$ cat config.mk
export PLATFORM = sky130hd
export DESIGN_NAME = serial_adder_flat
export DESIGN_NICKNAME = d
export VERILOG_FILES = /design/src/rtl/serial_adder_if.sv /design/src/rtl/serial_adder.sv /design/src/flat_wrapper.sv
export SDC_FILE = /design/constraint.sdc
export NUM_CORES = 1
export LEC_CHECK = 0
export CAP_MARGIN = 25
export CORE_ASPECT_RATIO = 0.9
export CORE_UTILIZATION = 56
export DETAILED_ROUTE_END_ITERATION = 8
export PLACE_DENSITY = 0.88
export SLEW_MARGIN = 0
export SYNTH_ARGS = -nofsm -noshare
export SYNTH_HDL_FRONTEND = slang
export SYNTH_SLANG_ARGS = --single-unit
export TNS_END_PERCENT = 1
$ cat constraint.sdc
create_clock -name clk -period 4.2 [get_ports clk]
set_input_delay 0.63 -clock clk [delete_from_list [all_inputs] [get_ports clk]]
set_output_delay 0.63 -clock clk [all_outputs]
set_load 0.005 [all_outputs]
$ cat src/rtl/serial_adder_if.sv
// serial_adder handshake bundle
// requester drives start/operands, adder returns status/result
interface serial_adder_if #(
  parameter int WIDTH = 8
);
  logic             start;
  logic [WIDTH-1:0] a;
  logic [WIDTH-1:0] b;
  logic             cin;
  logic             busy;
  logic             done;
  logic [WIDTH-1:0] sum;
  logic             cout;

  modport master (
    output start,
    output a,
    output b,
    output cin,
    input  busy,
    input  done,
    input  sum,
    input  cout
  );

  modport slave (
    input  start,
    input  a,
    input  b,
    input  cin,
    output busy,
    output done,
    output sum,
    output cout
  );
endinterface

$ cat src/rtl/serial_adder.sv
// serial_adder: bit-serial ripple adder, LSB first
// one full-adder cell plus a carry flop, start/busy/done framed
module serial_adder #(
  parameter int WIDTH = 8
) (
  input  logic clk,
  input  logic rst_n,
  serial_adder_if.slave bus
);

  localparam int CW = (WIDTH > 2) ? $clog2(WIDTH) : 1;
  localparam logic [CW-1:0] LAST = CW'(WIDTH - 1);

  typedef enum logic [1:0] {
    IDLE,
    RUN,
    DONE
  } state_t;

  state_t           state_q;
  state_t           state_d;
  logic [WIDTH-1:0] a_q;
  logic [WIDTH-1:0] a_d;
  logic [WIDTH-1:0] b_q;
  logic [WIDTH-1:0] b_d;
  logic [WIDTH-1:0] res_q;
  logic [WIDTH-1:0] res_d;
  logic [WIDTH-1:0] sum_q;
  logic [WIDTH-1:0] sum_d;
  logic [CW-1:0]    cnt_q;
  logic [CW-1:0]    cnt_d;
  logic             c_q;
  logic             c_d;
  logic             cout_q;
  logic             cout_d;
  logic             busy_q;
  logic             busy_d;
  logic             done_q;
  logic             done_d;

  logic             fa_s;
  logic             fa_co;
  logic [WIDTH-1:0] res_nxt;

  // full-adder cell on the low bits of the shift registers
  always_comb begin
    fa_s    = a_q[0] ^ b_q[0] ^ c_q;
    fa_co   = (a_q[0] & b_q[0])
            | (a_q[0] & c_q)
            | (b_q[0] & c_q);
    res_nxt = {fa_s, res_q[WIDTH-1:1]};
  end

  // next-state: accept in IDLE, shift in RUN, pulse done in DONE
  always_comb begin
    state_d = state_q;
    a_d     = a_q;
    b_d     = b_q;
    res_d   = res_q;
    sum_d   = sum_q;
    cnt_d   = cnt_q;
    c_d     = c_q;
    cout_d  = cout_q;
    busy_d  = 1'b0;
    done_d  = 1'b0;
    unique case (state_q)
      IDLE: begin
        if (bus.start) begin
          a_d     = bus.a;
          b_d     = bus.b;
          c_d     = bus.cin;
          cnt_d   = '0;
          busy_d  = 1'b1;
          state_d = RUN;
        end
      end
      RUN: begin
        res_d  = res_nxt;
        c_d    = fa_co;
        a_d    = a_q >> 1;
        b_d    = b_q >> 1;
        cnt_d  = cnt_q + 1'b1;
        busy_d = 1'b1;
        if (cnt_q == LAST) begin
          sum_d   = res_nxt;
          cout_d  = fa_co;
          busy_d  = 1'b0;
          done_d  = 1'b1;
          state_d = DONE;
        end
      end
      DONE: begin
        state_d = IDLE;
      end
      default: begin
        state_d = IDLE;
      end
    endcase
  end

  // state, datapath and registered outputs
  always_ff @(posedge clk or negedge rst_n) begin
    if (!rst_n) begin
      state_q <= IDLE;
      a_q     <= '0;
      b_q     <= '0;
      res_q   <= '0;
      sum_q   <= '0;
      cnt_q   <= '0;
      c_q     <= 1'b0;
      cout_q  <= 1'b0;
      busy_q  <= 1'b0;
      done_q  <= 1'b0;
    end else begin
      state_q <= state_d;
      a_q     <= a_d;
      b_q     <= b_d;
      res_q   <= res_d;
      sum_q   <= sum_d;
      cnt_q   <= cnt_d;
      c_q     <= c_d;
      cout_q  <= cout_d;
      busy_q  <= busy_d;
      done_q  <= done_d;
    end
  end

  assign bus.busy = busy_q;
  assign bus.done = done_q;
  assign bus.sum  = sum_q;
  assign bus.cout = cout_q;

endmodule
$ cat src/flat_wrapper.sv
// flat-port wrapper written by rule: the top's interface ports become plain ports
module serial_adder_flat 
#(
  parameter int WIDTH = 8
)
  (clk, rst_n, bus_start, bus_a, bus_b, bus_cin, bus_busy, bus_done, bus_sum, bus_cout);
  serial_adder_if #(.WIDTH(WIDTH)) bus_i ();
  input  logic clk;
  input  logic rst_n;
  input wire logic [$bits(bus_i.start)-1:0] bus_start;
  input wire logic [$bits(bus_i.a)-1:0] bus_a;
  input wire logic [$bits(bus_i.b)-1:0] bus_b;
  input wire logic [$bits(bus_i.cin)-1:0] bus_cin;
  output wire logic [$bits(bus_i.busy)-1:0] bus_busy;
  output wire logic [$bits(bus_i.done)-1:0] bus_done;
  output wire logic [$bits(bus_i.sum)-1:0] bus_sum;
  output wire logic [$bits(bus_i.cout)-1:0] bus_cout;
  assign bus_i.start = bus_start;
  assign bus_i.a = bus_a;
  assign bus_i.b = bus_b;
  assign bus_i.cin = bus_cin;
  assign bus_busy = bus_i.busy;
  assign bus_done = bus_i.done;
  assign bus_sum = bus_i.sum;
  assign bus_cout = bus_i.cout;
  serial_adder #(.WIDTH(WIDTH)) u_core (.clk(clk), .rst_n(rst_n), .bus(bus_i));
endmodule
After elaboration in Yosys (flattened, before gate mapping)
Index checks and enable logic that the tools add are counted.

word-level totals
  word-level logic and storage cells = 43
  register bits after elaboration = 41
  bits of input ports = 20

operators by class
  multiplexer cells = 16
  equality and inequality tests = 4
  add/subtract/negate cells = 1
  reductions and logical operators = 5
  bitwise logic cells = 7

operators with widths
  operator             count
  $pmux 8 s2           2
  $mux 8               2
  $pmux 3 s2           1
  $reduce_and 2->1     3
  $mux 1               5
  $mux 2               2
  $pmux 1 s2           2
  $pmux 2 s2           1
  $add 3x1->3 const B  1
  $and 1x1->1          3
  $eq 3x3->1 const B   1
  $mux 3               1
  $eq 2x1->1 const B   1
  $logic_not 2->1      1
  $ne 2x1->1 const B   1
  $ne 2x2->1 const B   1
  $or 1x1->1           2
  $reduce_bool 2->1    1
  $xor 1x1->1          2

Depth between registers and ports, before layout
Gate-level depths: netlist of the first run.

  word-level depth = 4
  mapped depth = 5
  gate-level depth less buffers = 4

Worst setup path after synthesis of the first run
No wires, ideal clock.

  path kind = register to register
  start = register u_core.cnt_q[0]
  end = register u_core.cout_q (netlist: u_core.bus.cout)
  setup slack = 2.760 ns
  data arrival time = 1.315 ns
  clock period less this slack = 1.440 ns
  stages on the path, launching flop included = 6
  buffers on the path = 1
  cell sequence = dfrtp_1 > ha_1 > ha_1 > nand3b_4 > buf_6 > mux2_4

between the ends
  cells in the longest elaborated chain, start to end = 2

ends and longest elaborated chain
  item                        line                 text
  start, declared             serial_adder.sv:30   logic [CW-1:0] cnt_q;
  start signal, assigned      serial_adder.sv:120  cnt_q <= cnt_d;
  $eq 3x3->1                  serial_adder.sv:84   if (cnt_q == LAST) begin
  $reduce_and 2->1 (no line)  n/a
  end signal, assigned        serial_adder.sv:122  cout_q <= cout_d;
  end, declared               serial_adder.sv:34   logic cout_q;

Every way passes these cells.
A chain may end at the register's enable or synchronous reset.

Final worst setup path of the first run
  start = register u_core.state_q[0]
  end = register u_core.res_q[3]

between the ends
  cells in the longest elaborated chain, start to end = 1

ends and longest elaborated chain
  item                    line                 text
  start, declared         serial_adder.sv:20   state_t state_q;
  start signal, assigned  serial_adder.sv:115  state_q <= state_d;
  $eq 2x1->1              serial_adder.sv:66   unique case (state_q)
  end signal, assigned    serial_adder.sv:118  res_q <= res_d;
  end, declared           serial_adder.sv:26   logic [WIDTH-1:0] res_q;

Every way passes these cells.

==> results.toml, run 1 <==
[detailed_routing]
drcViolationCount = 0
totalWireLength_mm = 3.270
drtIter0Drc = 70
viasPerCell = 5.548
num_vias = 1165
wl_per_cell_um = 15.57
drtPass1Iterations = 4
final_antenna_net_count = 0

[pwr]
p_per_area_mw_per_mm2 = 713.3
swShare = 0.3186
seqPwrFrac = 0.455
peakVddDrop_mv = 0.4080
comb_power_share = 0.386
total_power_mw = 1.548
p_switching_mw = 0.4934
power.static_leakage_nw = 0.9995
p_int_mw = 1.055
clkPwrFrac = 0.159

[yosys]
synth.yosys.warnings = 0
synth-seq-cells = 40
syn_area_mm2 = 0.001812
syn_avg_cell_area_um2 = 12.85
ys_types = 24
syn_inst = 141
seq_area_frac_synth = 0.5525
syn_nets = 164

[cts]
clk_pin_slew_ns = 0.12
cts.htree.levels = 2
cts_buffer_depth = 2
numCtsBuffers = 5
ctsResizeCount = 0
insertion_delay_ns = 0.34
cts_tree = "built"
cts_sinks = 40
cts_hold_buf = 0
post_cts_buffers = 0
root_buffer = "clkbuf_4"

[sta]
rsz0062_at_grt = "no"
worst_pin_slew_ns = 0.8591
tns_ns = 0
fmax_mhz = 476.5
setup_violations = 0
skew_ns = 0.005323
hold_violations = 0
fin_ws_ns = 2.101
period_share = 0.4997
relSlewSlack = 0.4261
fin_crit_ns = 2.099
drv_slew = 0

[setup_path]
worst-path-max-fanout = 22
cp.arrival_ns = 2.33
reg2reg_slack_ns = 2.10
required_ns = 4.44
path_cells = "nor2b_1, mux2_2"
r2r_start = "u_core.state_q[0]$_DFFE_PN0P_"
end_kind = "flip-flop"
path_class = "reg -> reg"
r2r_cells = 2
start_kind = "flip-flop"
crit_slowest_cell = "dfrtp_1"
timing.rr.end = "u_core.res_q[3]$_DFFE_PN0P_"
cpPeakStageDelay_ns = 0.80

[grt]
grt_max_degree = 41
antenna_found_initial = 0
overflow = 0
grt_first_pass_wirelength_mm = 5.499
track_usage = 0.2243
grt_pass1_vias = 1180

[floorplan]
core_mm2 = 0.003067
die_w_um = 61.96
rows = 19
dieArea_mm2 = 0.003467
start_util = 0.5908
dieHeight_um = 55.96
io_pins = 31

[placed_design]
place_hpwl_mm = 2.248
io_buffers = 30
dp_slack_ns = 1.899
gp_congestion = 0.7092

[status]
outcome = "finished, final reports clean"

[min_path]
hold_path_class = "in -> async"

[cells_and_area]
layout.nets = 190
final_cell_mix = "dfrtp_1, clkdlybuf4s50_1, inv_1, mux2_2"
area_growth_pct = 19.82
insertedDiodeCount = 0
final_common_cell = "dfrtp_1"
drive_gt1_frac = 0.1726

[run]
maxCapViolations = 0
worst max-delay path by stage:
stage	start	endpoint	slack (ns)	depth (start not counted)
3_5_place_dp	bus_start	u_core.a_q[0]$_DFFE_PN0P_	1.90	3
6_report	u_core.state_q[0]$_DFFE_PN0P_	u_core.res_q[3]$_DFFE_PN0P_	2.10	2
5_1_grt	u_core.state_q[0]$_DFFE_PN0P_	u_core.res_q[1]$_DFFE_PN0P_	2.00	2
3_3_place_gp	u_core.state_q[0]$_DFFE_PN0P_	u_core.res_q[2]$_DFFE_PN0P_	1.91	2
4_1_cts	u_core.state_q[0]$_DFFE_PN0P_	u_core.res_q[3]$_DFFE_PN0P_	2.11	2
2_1_floorplan	u_core.cnt_q[0]$_DFFE_PN0P_	u_core.bus.cout$_DFFE_PN0P_	2.76	5
worst max-delay path, delay by kind of cell (launching register included):
| family | cells | cell delay (ns) |
|---|---|---|
| simple gates | 1 | 0.77 |
| mux | 1 | 0.42 |
| flops | 1 | 0.80 |
cells in the mapped netlist, drive strengths merged:
cell | count | area share
a22o | 2 | 0.0097
nor2 | 8 | 0.017
fa | 1 | 0.011
a32o | 1 | 0.0055
a222oi | 8 | 0.044
ha | 2 | 0.014
nand2 | 1 | 0.0021
dfrtp | 40 | 0.55
nor3b | 7 | 0.029
buf | 11 | 0.042
nand3b | 1 | 0.011
nor4b | 7 | 0.034
o21bai | 1 | 0.010
a21oi | 2 | 0.0055
inv | 20 | 0.041
clkbuf | 1 | 0.0021
nor2b | 2 | 0.0069
nand4bb | 1 | 0.0062
a211oi | 7 | 0.029
o311ai | 1 | 0.0048
mux2 | 17 | 0.12
metal layers:
metal,global-route usage,vias to the layer above,part of all wire
li1,-,549,-
met1,0.3162,580,0.44
met2,0.3359,29,0.50
met3,0.06744,7,0.043
met4,0.06349,0,0.017
met5,0,-,0
kinds of logic after synthesis:
logic type                 count (synthesis)  share of synthesized area
DFF                                       40                     0.5525
buffers and inverters                     32                    0.08563
and+or+nand+nor                           27                     0.1057
AOI/OAI and AO/OA                         22                     0.1091
muxes                                     17                     0.1222
adders and majority gates                  3                    0.02486
metrics by stage:
step / cells / util / cell area, µm² / hold WS [ns]
floorplan: 141 / - / 1812 / 0.3344
CTS: 210 / 0.7079 / 2171 / 0.3979
global route: 210 / 0.7079 / 2171 / 0.4326
finish: 210 / 0.7079 / 2171 / 0.3797
global placement: 201 / 0.6781 / 2079 / 0.4798
detailed placement: 202 / 0.6818 / 2091 / 0.4941
final cells by class:
class,instances,area (µm²)
inverter,20,75.07
clock buffer,5,37.54
tap,42,52.55
fill,213,895.9
timing repair buffer,31,306.5
clock inverter,3,42.54
sequential,40,1001
multi-input combinational,69,655.6
power by group through the flow:
stage	sequential [mW]	clock, mW	combinational [mW]
6_report	0.704	0.247	0.598
5_1_grt	0.721	0.270	0.664
4_1_cts	0.702	0.254	0.607
3_5_place_dp	0.711	0	0.602
3_3_place_gp	0.690	0	0.556
2_1_floorplan	0.654	0	0.446
sequential cells by signal, summed over array words and instances (netlist names):
| name | flops |
|---|---|
| u_core.res_q | 7 |
| u_core.bus.cout | 1 |
| u_core.cnt_q | 3 |
| u_core.state_q | 2 |
| u_core.bus.busy | 1 |
| u_core.bus.sum | 8 |
| u_core.b_q | 8 |
| u_core.c_q | 1 |
| u_core.a_q | 8 |
| u_core.bus.done | 1 |
No activity file was read; power rests on OpenSTA's default activity.
==> run 2, diff against run 1 <==
CORE_UTILIZATION = 47   (was 56)
PLACE_DENSITY = 0.79   (was 0.88)
clock period = 1.7 ns   (was 4.2 ns; I/O delays follow)
==> run 2 against run 1 <==
Compared with the run above: total power grew to 2.6 times the previous value; critical path depth is 2 higher; clock skew is 0.0034 ns higher; die area is 18% higher; register-to-register slack worse by 1.9 ns; cell area is 6.0% higher; final cell count is 5.7% higher; combinational power grew to 2.7 times the previous value; non-clock buffer count is 8 higher; global-route usage is 3.6 points lower; maximum frequency is 38% higher; clock-buffer cell count is 1 higher.
==> results.toml, run 2 (synthesized netlist as in run 1, its figures left out) <==
[setup_path]
r2r_start = "u_core.cnt_q[0]$_DFFE_PN0P_"
worst-path-max-fanout = 11
cpPeakStageDelay_ns = 0.39
crit_top_cell = "ha_1"
start_kind = "flip-flop"
required_ns = 1.89
path_buf_inv = 0
path_delay_family = "adder cells"
crit_slowest_cell = "dfrtp_1"
path_class = "reg -> reg"
end_kind = "flip-flop"
critPathLaunch = "u_core.cnt_q[0]$_DFFE_PN0P_"
cp.arrival_ns = 1.71
path_cells = "ha_1, ha_1, nand3b_4, mux2_2"

[grt]
grt_pass1_vias = 1209
grt_first_pass_wirelength_mm = 5.471
overflow = 0
track_usage = 0.1881
antenna_found_initial = 0
grt_max_degree = 41

[floorplan]
rows = 21
dieHeight_um = 60.90
dieArea_mm2 = 0.004107
core_mm2 = 0.003705
io_pins = 31
start_util = 0.4890
die_w_um = 67.45

[detailed_routing]
drtPass1Iterations = 4
totalWireLength_mm = 3.250
final_antenna_net_count = 0
drcViolationCount = 0
drtIter0Drc = 79
wl_per_cell_um = 14.64
viasPerCell = 5.423
num_vias = 1204

[sta]
relSlewSlack = 0.5853
fin_crit_ns = 1.524
worst_hold_slack_ns = 0.4467
worst_pin_slew_ns = 0.6207
rsz0062_at_grt = "no"
period_share = 0.8964
fmax_mhz = 656.2
hold_violations = 0
skew_ns = 0.008696
drv_slew = 0
tns_ns = 0
setup_violations = 0

[cells_and_area]
final_cell_mix = "dfrtp_1, clkdlybuf4s50_1, inv_1, mux2_2"
layout.nets = 198
drive_gt1_frac = 0.2045
final_common_cell = "dfrtp_1"
final_cell_count_no_fill = 222
final_cell_area_mm2 = 0.002301
area_growth_pct = 27.00
insertedDiodeCount = 0

[cts]
cts.htree.levels = 2
ctsResizeCount = 0
insertion_delay_ns = 0.30
cts_sinks = 40
root_buffer = "clkbuf_8"
numCtsBuffers = 5
cts_tree = "built"
clk_pin_slew_ns = 0.08
post_cts_buffers = 0
cts_buffer_depth = 2

[placed_design]
place_area_mm2 = 0.002170
placedCellCount = 213
io_buffers = 30
place_hpwl_mm = 2.175
gp_congestion = 0.7076

[min_path]
hold_path_class = "in -> async"

[run]
maxCapViolations = 0

[pwr]
peakVddDrop_mv = 0.6784
p_per_area_mw_per_mm2 = 1778
power.static_leakage_nw = 1.064

[status]
outcome = "finished, final reports clean"
run 2: final timing paths:
path,end,slack [ns],depth (start not counted)
worst max-delay path,u_core.bus.sum[3]$_DFFE_PN0P_,0.18,4
worst min-delay path,u_core.bus.done$_DFF_PN0_,0.45,3
worst max register to register,u_core.bus.sum[3]$_DFFE_PN0P_,0.18,4
worst min register to register,u_core.b_q[7]$_DFFE_PN0P_,0.51,1
max in group asynchronous,u_core.a_q[3]$_DFFE_PN0P_,1.05,3
min in group clk,u_core.b_q[7]$_DFFE_PN0P_,0.51,1
run 2: report_power, final:
| group | switching, mW | internal (mW) | total (mW) |
|---|---|---|---|
| registers | 0.244 | 1.40 | 1.65 |
| logic | 0.658 | 0.968 | 1.63 |
| clock network | 0.339 | 0.480 | 0.818 |
run 2: tightest hold or removal path, stage by stage:
cell and delay (ns):
dlygate4sd3_1 0.52, buf_2 0.12, buf_12 0.22
run 2: repair_timing:
| action | CTS | global route |
|---|---|---|
| endpoints found under the hold margin | 40 | 0 |
| hold buffers | 1 | 0 |
| endpoints found under the setup margin | 0 | 0 |
run 2: stage by stage:
stage                     setup slack [ns]  utilization  power [mW]
final                               0.1760       0.6211       4.091
after detailed placement          -0.01319       0.5856       3.293
after floorplan                     0.2604            -       2.719
after global routing                0.1247       0.6211       4.363
after global placement             0.04408       0.5856       3.196
after CTS                           0.1721       0.6211       4.134
run 2: routing by layer:
| layer | up-vias | global-route usage | wire length, µm |
|---|---|---|---|
| li1 | 566 | - | - |
| met1 | 597 | 0.2326 | 1469 |
| met2 | 34 | 0.3043 | 1571 |
| met3 | 7 | 0.03947 | 130 |
| met4 | 0 | 0.1155 | 79 |
| met5 | - | 0 | 0 |
run 2: layout make-up:
class,instances,area [µm²]
inverters,20,75.07
clock buffers,6,82.58
clock inverters,2,38.79
repair buffers,39,390.4
well taps,46,57.56
fillers,270,1404
multi-input cells,69,655.6
flip-flops and latches,40,1001
==> run 3, diff against run 2 <==
CORE_MARGIN = 5   (was unset)
HOLD_SLACK_MARGIN = 0.08   (was unset)
==> run 3 against run 2 <==
Compared with the run above: clock skew shrank 0.0055 ns; first-iteration DRC count rose by 49%; via count increased by 0.91%; wire length rose by 3.5%; core utilization is 1.3 points lower; flip-flop and latch count did not move; final cell count is 0.45% lower; setup slack gained 0.0020 ns; largest power group unchanged.
==> results.toml, run 3 (synthesized netlist as in run 1, its figures left out) <==
[pwr]
power.static_leakage_nw = 1.052
p_per_area_mw_per_mm2 = 1788
peakVddDrop_mv = 0.8036

[placed_design]
place_area_mm2 = 0.002137
dp_slack_ns = -0.08899
gp_congestion = 0.7952
io_buffers = 30
place_hpwl_mm = 2.289
placedCellCount = 212

[cts]
post_cts_buffers = 0
cts.htree.levels = 2
cts_tree = "built"
root_buffer = "clkbuf_8"
cts_sinks = 40
cts_buffer_depth = 2
numCtsBuffers = 5
clk_pin_slew_ns = 0.07
insertion_delay_ns = 0.30

[sta]
rsz0062_at_grt = "no"
drv_slew = 0
relSlewSlack = 0.6098
worst_pin_slew_ns = 0.5841
period_share = 0.8953
worst_hold_slack_ns = 0.5088
tns_ns = 0
fin_ws_ns = 0.1780
skew_ns = 0.003220
fin_crit_ns = 1.522
hold_violations = 0
fmax_mhz = 657.0
setup_violations = 0

[grt]
grt_max_degree = 41
grt_first_pass_wirelength_mm = 5.851
grt_pass1_vias = 1252
track_usage = 0.1519
overflow = 0
antenna_found_initial = 0

[detailed_routing]
drcViolationCount = 0
viasPerCell = 5.498
wl_per_cell_um = 15.23
drtIter0Drc = 118
drtPass1Iterations = 5
num_vias = 1215
totalWireLength_mm = 3.365
final_antenna_net_count = 0

[floorplan]
rows = 21
dieArea_mm2 = 0.005198
core_mm2 = 0.003731
dieHeight_um = 68.90
io_pins = 31
die_w_um = 75.45
start_util = 0.4856

[run]
maxCapViolations = 0

[setup_path]
timing.rr.end = "u_core.bus.sum[3]$_DFFE_PN0P_"
crit_slowest_cell = "dfrtp_1"
r2r_cells = 4
required_ns = 1.88
critPathLaunch = "u_core.cnt_q[0]$_DFFE_PN0P_"
cpPeakStageDelay_ns = 0.39
cp.arrival_ns = 1.71
path_cells = "ha_1, ha_1, nand3b_4, mux2_2"
crit_top_cell = "ha_1"
end_kind = "flip-flop"
reg2reg_slack_ns = 0.18
start_kind = "flip-flop"
worst-path-max-fanout = 11
path_class = "reg -> reg"
r2r_start = "u_core.cnt_q[0]$_DFFE_PN0P_"

[cells_and_area]
fillCellCount = 292
drive_gt1_frac = 0.2000
multi_input_area_um2 = 655.6
final_cell_area_mm2 = 0.002268
final-seq-area_mm2 = 0.001001
layout.nets = 197
insertedDiodeCount = 0
area_growth_pct = 25.21
final_cell_count_no_fill = 221
final_common_cell = "dfrtp_1"
final_cell_mix = "dfrtp_1, clkdlybuf4s50_1, inv_1, mux2_2"

[min_path]
hold_path_class = "reg -> reg"
hold_end = "u_core.b_q[7]$_DFFE_PN0P_"
whs_path_depth = 1
min_from = "u_core.b_q[7]$_DFFE_PN0P_"

[status]
outcome = "finished, final reports clean"
run 3: changes by cell type in the layout (fill, tap and decap cells not counted):
cell    before  now
buf_12       2    0
buf_4        6    7
run 3: worst max path at each step:
| stage | slack (ns) | end |
|---|---|---|
| floorplan | 0.26 | u_core.bus.cout$_DFFE_PN0P_ |
| global placement | -0.03 | u_core.c_q$_DFFE_PN0P_ |
| detailed placement | -0.09 | u_core.a_q[3]$_DFFE_PN0P_ |
| CTS | 0.16 | u_core.bus.sum[3]$_DFFE_PN0P_ |
| global route | 0.12 | u_core.bus.sum[3]$_DFFE_PN0P_ |
| finish | 0.18 | u_core.bus.sum[3]$_DFFE_PN0P_ |
run 3: cell type report:
type / count / share of cell area
Clock buffer: 6 / 0.03640
Clock inverter: 2 / 0.01710
Inverter: 20 / 0.03309
Multi-Input combinational cell: 69 / 0.2890
Sequential cell: 40 / 0.4413
Tap cell: 46 / 0.02537
Timing Repair Buffer: 38 / 0.1577
run 3: power breakdown:
part	internal (mW)	leakage, nW	switching (mW)
clock	0.480	0.0614	0.335
sequential	1.40	0.474	0.278
combinational	0.937	0.516	0.622
total	2.82	1.05	1.24
run 3: critical path: cells and delay by family, from the launching register on:
kind / cells / cell delay (ns)
flops: 1 / 0.39
fa+ha+maj: 2 / 0.45
mux: 1 / 0.36
simple gates: 1 / 0.21
run 3: per-stage QoR:
step,utilization,power (mW)
3_5_place_dp,0.5728,3.252
5_1_grt,0.6080,4.357
6_report,0.6080,4.055
3_3_place_gp,0.5728,3.153
2_1_floorplan,-,2.719
4_1_cts,0.6080,4.093
run 3: repair_timing:
item | CTS | global route
setup endpoints to repair | 0 | 0
hold buffers | 1 | 0
gates resized for setup | 0 | 0
endpoints found under the hold margin | 40 | 0
run 3: per-layer routing:
metal,part of all wire,GRT usage,vias up
met5,0,0,-
met4,0.012,0.05677,0
met3,0.062,0.04638,4
met2,0.48,0.2349,41
met1,0.45,0.2011,604
li1,-,-,566
